===== config.mk =====
export PLATFORM = sky130hd
export DESIGN_NAME = icache_axi_read_bridge
export DESIGN_NICKNAME = d
export VERILOG_FILES = /design/src/rtl/icache_axi_read_bridge.sv
export SDC_FILE = /design/constraint.sdc
export NUM_CORES = 1
export LEC_CHECK = 0
export ABC_AREA = 1
export BUFFER_PORTS_ARGS = -buffer_cell sky130_fd_sc_hd__buf_2
export CORE_ASPECT_RATIO = 1.2
export CORE_UTILIZATION = 47
export DETAILED_ROUTE_END_ITERATION = 8
export PLACE_DENSITY = 0.74
export SETUP_SLACK_MARGIN = 0.05
export SYNTH_ARGS = -nofsm -noshare
export SYNTH_HDL_FRONTEND = slang
export SYNTH_SLANG_ARGS = --single-unit

===== constraint.sdc =====
create_clock -name clk -period 5.2 [get_ports clk]
set_input_delay 0.26 -clock clk [delete_from_list [all_inputs] [get_ports clk]]
set_output_delay 0.26 -clock clk [all_outputs]
set_load 0.01 [all_outputs]

===== src/rtl/icache_axi_read_bridge.sv =====
// Icache line-refill responder: turns a one-cycle line request into a single AXI4 INCR
// read burst and packs the returned beats into one line, returned with a one-cycle valid pulse.
module icache_axi_read_bridge #(
    parameter int          ADDR_WIDTH = 32,
    parameter int          DATA_WIDTH = 32,
    parameter int          BEAT_NUM   = 8,
    parameter logic [3:0]  AXI_ID     = 4'd0
) (
    input  logic                           clk,
    input  logic                           reset,
    input  logic                           cache_mem_read_en,
    input  logic [ADDR_WIDTH-1:0]          cache_mem_read_addr,
    output logic                           mem_icache_return_en,
    output logic [BEAT_NUM*DATA_WIDTH-1:0] mem_icache_return_data,
    output logic                           bridge_busy,
    output logic                           bridge_err,
    output logic [3:0]                     arid,
    output logic [ADDR_WIDTH-1:0]          araddr,
    output logic [7:0]                     arlen,
    output logic [2:0]                     arsize,
    output logic [1:0]                     arburst,
    output logic                           arvalid,
    input  logic                           arready,
    input  logic [3:0]                     rid,
    input  logic [DATA_WIDTH-1:0]          rdata,
    input  logic [1:0]                     rresp,
    input  logic                           rlast,
    input  logic                           rvalid,
    output logic                           rready
);

    localparam int OFF_BITS = $clog2(BEAT_NUM * DATA_WIDTH / 8);
    localparam int CNT_W    = $clog2(BEAT_NUM + 1);
    localparam int IDX_W    = $clog2(BEAT_NUM);
    localparam logic [CNT_W-1:0] BEATS      = CNT_W'(BEAT_NUM);
    localparam logic [CNT_W-1:0] LAST_INDEX = CNT_W'(BEAT_NUM - 1);

    typedef enum logic [1:0] {
        S_IDLE,
        S_ADDR,
        S_DATA,
        S_RESP
    } state_t;

    state_t                         r_state;
    state_t                         w_next_state;
    logic [ADDR_WIDTH-1:0]          r_araddr;
    logic [BEAT_NUM*DATA_WIDTH-1:0] r_line;
    logic                           r_err;
    logic [CNT_W-1:0]               r_cnt;
    logic                           w_accept;
    logic                           w_beat;
    logic                           w_unused_bits;

    assign w_accept = (r_state == S_IDLE) && cache_mem_read_en;
    assign w_beat   = (r_state == S_DATA) && rvalid;

    // The slave ID and the in-line offset of the request address play no part in the burst.
    assign w_unused_bits = ^{rid, cache_mem_read_addr[OFF_BITS-1:0]};

    always_ff @(posedge clk) begin
        if (reset) begin
            r_state <= S_IDLE;
        end else begin
            r_state <= w_next_state;
        end
    end

    always_comb begin
        w_next_state = r_state;
        case (r_state)
            S_IDLE: if (cache_mem_read_en) w_next_state = S_ADDR;
            S_ADDR: if (arready) w_next_state = S_DATA;
            S_DATA: if (rvalid && rlast) w_next_state = S_RESP;
            S_RESP: w_next_state = S_IDLE;
            default: w_next_state = S_IDLE;
        endcase
    end

    // Counter saturates at BEAT_NUM so surplus beats are dropped; any short or long burst is an error.
    always_ff @(posedge clk) begin
        if (reset) begin
            r_araddr <= '0;
            r_line   <= '0;
            r_err    <= 1'b0;
            r_cnt    <= '0;
        end else begin
            if (w_accept) begin
                r_araddr <= {cache_mem_read_addr[ADDR_WIDTH-1:OFF_BITS], {OFF_BITS{1'b0}}};
                r_line   <= '0;
                r_err    <= 1'b0;
                r_cnt    <= '0;
            end
            if (w_beat) begin
                if (r_cnt < BEATS) begin
                    r_line[r_cnt[IDX_W-1:0]*DATA_WIDTH +: DATA_WIDTH] <= rdata;
                    r_cnt <= r_cnt + 1'b1;
                end else begin
                    r_err <= 1'b1;
                end
                if (rresp != 2'b00) begin
                    r_err <= 1'b1;
                end
                if (rlast && (r_cnt != LAST_INDEX)) begin
                    r_err <= 1'b1;
                end
            end
        end
    end

    assign arid                   = AXI_ID;
    assign araddr                 = r_araddr;
    assign arlen                  = 8'(BEAT_NUM - 1);
    assign arsize                 = 3'b010;
    assign arburst                = 2'b01;
    assign arvalid                = (r_state == S_ADDR);
    assign rready                 = (r_state == S_DATA);
    assign mem_icache_return_en   = (r_state == S_RESP);
    assign mem_icache_return_data = r_line;
    assign bridge_err             = r_err;
    assign bridge_busy            = (r_state != S_IDLE);

endmodule


Word-level counts from Yosys, hierarchy flattened --
Index checks and enable logic that the tools add are counted.
Cells by class: add/subtract/negate cells 2, magnitude comparators 1, equal/unequal tests 7, shift operators 2, muxes and demuxes 17, reductions and logical operators 8
Operators by type and width (count):
- 2-to-1 mux 256 bit | 4
- bitwise mux 256 bit | 1
- variable shift 32 x 34 -> 256 bit (first input constant) | 1
- variable part select 32 x 34 -> 256 bit | 1
- negation 8 -> 34 bit | 1
- 2-to-1 mux 4 bit | 3
- one-hot mux 2 bit (4 select lines) | 1
- 2-to-1 mux 2 bit | 3
- 2-to-1 mux 1 bit | 5
- adder 4 x 1 -> 4 bit (second input constant) | 1
- == test 2 bit (second input constant) | 2
- logical AND 1 bit | 4
- less-than comparator 4 bit (second input constant) | 1
- inequality test 2 x 1 -> 1 bit (second input constant) | 2
- inequality test 4 x 3 -> 1 bit (second input constant) | 1
- nonzero test 2 bit | 2
- AND reduction 3 bit | 1
- == test 2 x 1 -> 1 bit (second input constant) | 1
- logical NOT 2 bit | 1
- inequality test 2 bit (second input constant) | 1
Storage, ports and cells: register bits 290, input port bits 76, output and inout port bits 310, word-level logic and storage cells 42

Longest topological paths before layout --
depth after elaboration 7, gate-level depth with buffers 15, gate-level depth less buffers 11

Least setup slack after synthesis --
Ideal clock, no wire load.
path kind reg-to-reg, start register r_cnt[0], end register r_line[10], in the netlist mem_icache_return_data[10], setup time 117 ps, arrival 2278 ps, data required time 5083 ps, path slack 2805 ps, cell stages (with the launch flop) 14, buffers on the path 4, clock period less this slack 2395 ps, cell sequence dfxtp_1 -> buf_4 -> inv_2 -> buf_2 -> buf_2 -> ha_1 -> ha_1 -> inv_2 -> nand3_1 -> nor2_1 -> nand2_1 -> clkbuf_1 -> o21ai_0 -> nor2_1
On the way: longest elaborated chain between the ends 5, elaborated cells on any way between the ends 7, those cells by class add/sub: 1; order compare: 1; shift: 2; mux: 3
RTL lines:
- start, declared | line 50 | logic [CNT_W-1:0] r_cnt;
- start signal, assigned | line 97 | r_cnt <= r_cnt + 1'b1;
- negation 8 -> 34 bit | line 96 | r_line[r_cnt[IDX_W-1:0]*DATA_WIDTH +: DATA_WIDTH] <= rdata;
- variable part select 32 x 34 -> 256 bit or variable shift 32 x 34 -> 256 bit (tied branches) | line 96
- bitwise mux 256 bit | line 96
- 2-to-1 mux 256 bit (*) | line 95 | if (r_cnt < BEATS) begin
- 2-to-1 mux 256 bit (*) | line 94 | if (w_beat) begin
- end signal, assigned by index | line 96
- end, declared | line 48 | logic [BEAT_NUM*DATA_WIDTH-1:0] r_line;
Mark *: on every way between the ends. The rest lies on a longest branch, timed or not. A chain may end at the register's enable or synchronous reset.

Final worst setup path --
start register r_cnt[0], end register r_line[31], in the netlist mem_icache_return_data[31]
Same word-level chain as after synthesis.

==> impl_metrics.ini <==
[logic_synthesis]
synth.distinct_cells = 33
dominantRegCellSynth = dfxtp_1
synth_fa_ha_area_frac = 0.00905
avgSynthCellArea_sq_um = 7.33
yosys_warnings = 0
synth_xor_area_frac = 0
synth_edf_count = 0
syn_inst = 1699
synthArstFlopShare = 0
ys_ff_latch = 290
synthTopCellsByCount = dfxtp_1, nor2_1, nand2_1, a21oi_1, o21ai_0
synth-seq-area-share = 0.466
synth_compound_area_frac = 0.195
yosysTopAreaCell = dfxtp_1
yosysTopAreaCellShare = 0.466
yosys-top-cells-area = dfxtp_1, nor2_1, a21oi_1
synthSimpleGateAreaFrac = 0.247
yosysMostFrequentCell = dfxtp_1
synth_top_family_by_area = simple AND/OR/NAND/NOR gates
synth_mux_area_frac = 0
syn-cell-area_sq_um = 12400

[detailed_routing]
first_iter_violations = 1204
detail-route-antenna-nets = 0
vias = 12800
first_pass_iters = 5
wl_per_cell_um = 18.4
wl_um = 43000
remaining_drc_errors = 0
via_per_inst = 5.51

[die]
die_x_um = 151
die-area_sq_um = 27100
rows = 64
io_pins = 386
fp.dieH_um = 180
core-area_sq_um = 25800
start_util = 0.483

[power_and_ir_drop]
netSwitchingPower_uw = 1890
netSwitchingFraction = 0.325
irDropWorstVdd_mv = 0.239
clockPowerShare = 0.380
seq_power_share = 0.410
combinationalPowerShare = 0.210
power_leakage_uw = 0.00687
p_int_uw = 3920
power.density_nw_per_um2 = 379

[setup_path]
ff2ff_path_depth = 10
critPathLaunch = r_cnt[0]
worstSetupPathType = flop to flop
cp_max_fo = 38
worstSetupStartpointType = flop
worst-path-stages = 10
timing.rr.start = r_cnt[0]
end_kind = flop
slowest_delay_ps = 700
crit_arrival_ps = 4180
path_buf_inv = 4
critical-path-top-delay-family = buffers and inverters
worst_ep_required_time_ps = 5680
crit_top_cell = inv_2
r2r_end = mem_icache_return_data[31]
ff2ff_setup_slack_ps = 1500
slowest_stage = inv_2
crit_chain = buf_4 > inv_2 > ha_2 > inv_2 > nand3_1 > nor2_1 > nand2_1 > inv_2 > nand3_1 > a21oi_1
critPathCapture = mem_icache_return_data[31]

[sta]
rsz0062_at_grt = no
whs_ps = 21.1
worst_slack_ps = 1500
setup_viol = 0
slew_headroom = 0.250
worstMarginPinSlew_ps = 1130
finalMaxSlewViolations = 0
period_minus_slack_ps = 3700
tns_ps = 0
hold_viol_final = 0
clock_skew_ps = 7.65
finalCritPeriodShare = 0.712
fmax_mhz = 270

[placed_design]
port_buffers = 354
hpwl_um = 27900
dp_slack_ps = 1620
gp_congestion = 0.918

[clocking]
postCtsSetupBuffers = 0
cts_tree = done
clock_latency_ps = 550
numCtsBuffers = 30
clk_pin_slew_ps = 60
htree_levels = 1
cts-root-buf = clkbuf_16
clock_path_buffers = 3
clock-sinks = 290

[worst_hold_path]
hold_path.class = primary input to flop

[finish]
multi_input_area_sq_um = 5720
fin_nets = 2067
regArea_sq_um = 5810
fillers = 2426
drive_above_1_share = 0.220
area_growth_syn_to_layout_pct = 23.3
num_antenna_cells = 0

[grt]
grt_usage = 0.305
grt_pass1_wl_um = 64600
grt_max_degree = 152
grt_pass1_vias = 11500
antenna_found_initial = 0
grt_overflow = 0

[run_status]
status = finished, final reports clean

[job]
maxCapViolCount = 0
[sequential cells by signal (all words and copies together) (netlist names)]
register                flops
r_cnt                       4
mem_icache_return_data    256
araddr                     27
r_state                     2
bridge_err                  1
[kinds of logic after synthesis]
kind of cell,count (synthesis)
AND/OR/NAND/NOR,731
AO/OA/AOI/OAI,448
flip-flops,290
buffers and inverters,219
adder cells (fa/ha/maj),9
other,2
[worst min path at each step]
stage	endpoint	slack, ps	start	cells after the start
6_report	mem_icache_return_data[22]	20	rdata[22]	3
4_1_cts	mem_icache_return_data[29]	0.2	rdata[29]	3
3_3_place_gp	mem_icache_return_data[204]	450	mem_icache_return_data[204]	2
3_5_place_dp	mem_icache_return_data[56]	450	mem_icache_return_data[56]	2
2_1_floorplan	mem_icache_return_data[159]	420	rdata[31]	2
5_1_grt	mem_icache_return_data[28]	20	rdata[28]	3
[tightest hold or removal path, cell delays in order]
cell	delay, ps
buf_2	90
o21ai_0	90
nor2_1	100
[per-stage QoR]
stage,util,instances,power [uW],instance area (sq um)
floorplan,-,1719,3280,12500
global placement,0.544,2248,3590,14000
detailed placement,0.544,2248,3610,14000
CTS,0.595,2333,5820,15300
global route,0.595,2333,6040,15300
finish,0.595,2333,5810,15300
[layout make-up]
cell class	count	area share
well taps	330	0.0269
clock inverters	12	0.00921
flip-flops and latches	290	0.378
clock buffers	41	0.0563
repair buffers	403	0.145
inverters	47	0.0118
multi-input cells	1210	0.373
[cells in the final DEF (no fill, tap or decap), types with 7 or more instances in the layout]
cell type,count
clkinv_2,7
a211oi_1,13
buf_4,17
clkbuf_16,31
a21boi_0,53
a21boi_1,8
nand3_1,133
nor3_1,51
a21oi_1,189
inv_1,38
inv_2,7
o21ai_0,180
nor2_1,282
ha_1,8
dfxtp_1,290
dlygate4sd3_1,32
conb_1,22
buf_2,354
nand2_1,246
[routing by layer]
metal,GRT usage,wire [um]
met5,0,0
met4,0.179,2690
met3,0.0539,3460
met2,0.469,19500
met1,0.396,17400
[what timing repair did]
item / 4_1_cts / 5_1_grt
hold endpoints to repair: 32 / 0
resized for setup: 0 / 0
hold buffers: 32 / 0
[power by group through the flow]
| stage | combinational [uW] | clock, uW | sequential, uW |
|---|---|---|---|
| 2_1_floorplan | 801 | 0 | 2480 |
| 3_3_place_gp | 1170 | 0 | 2430 |
| 3_5_place_dp | 1180 | 0 | 2430 |
| 4_1_cts | 1200 | 2240 | 2380 |
| 5_1_grt | 1330 | 2320 | 2390 |
| 6_report | 1220 | 2210 | 2380 |
(Power assumes the default switching activity.)
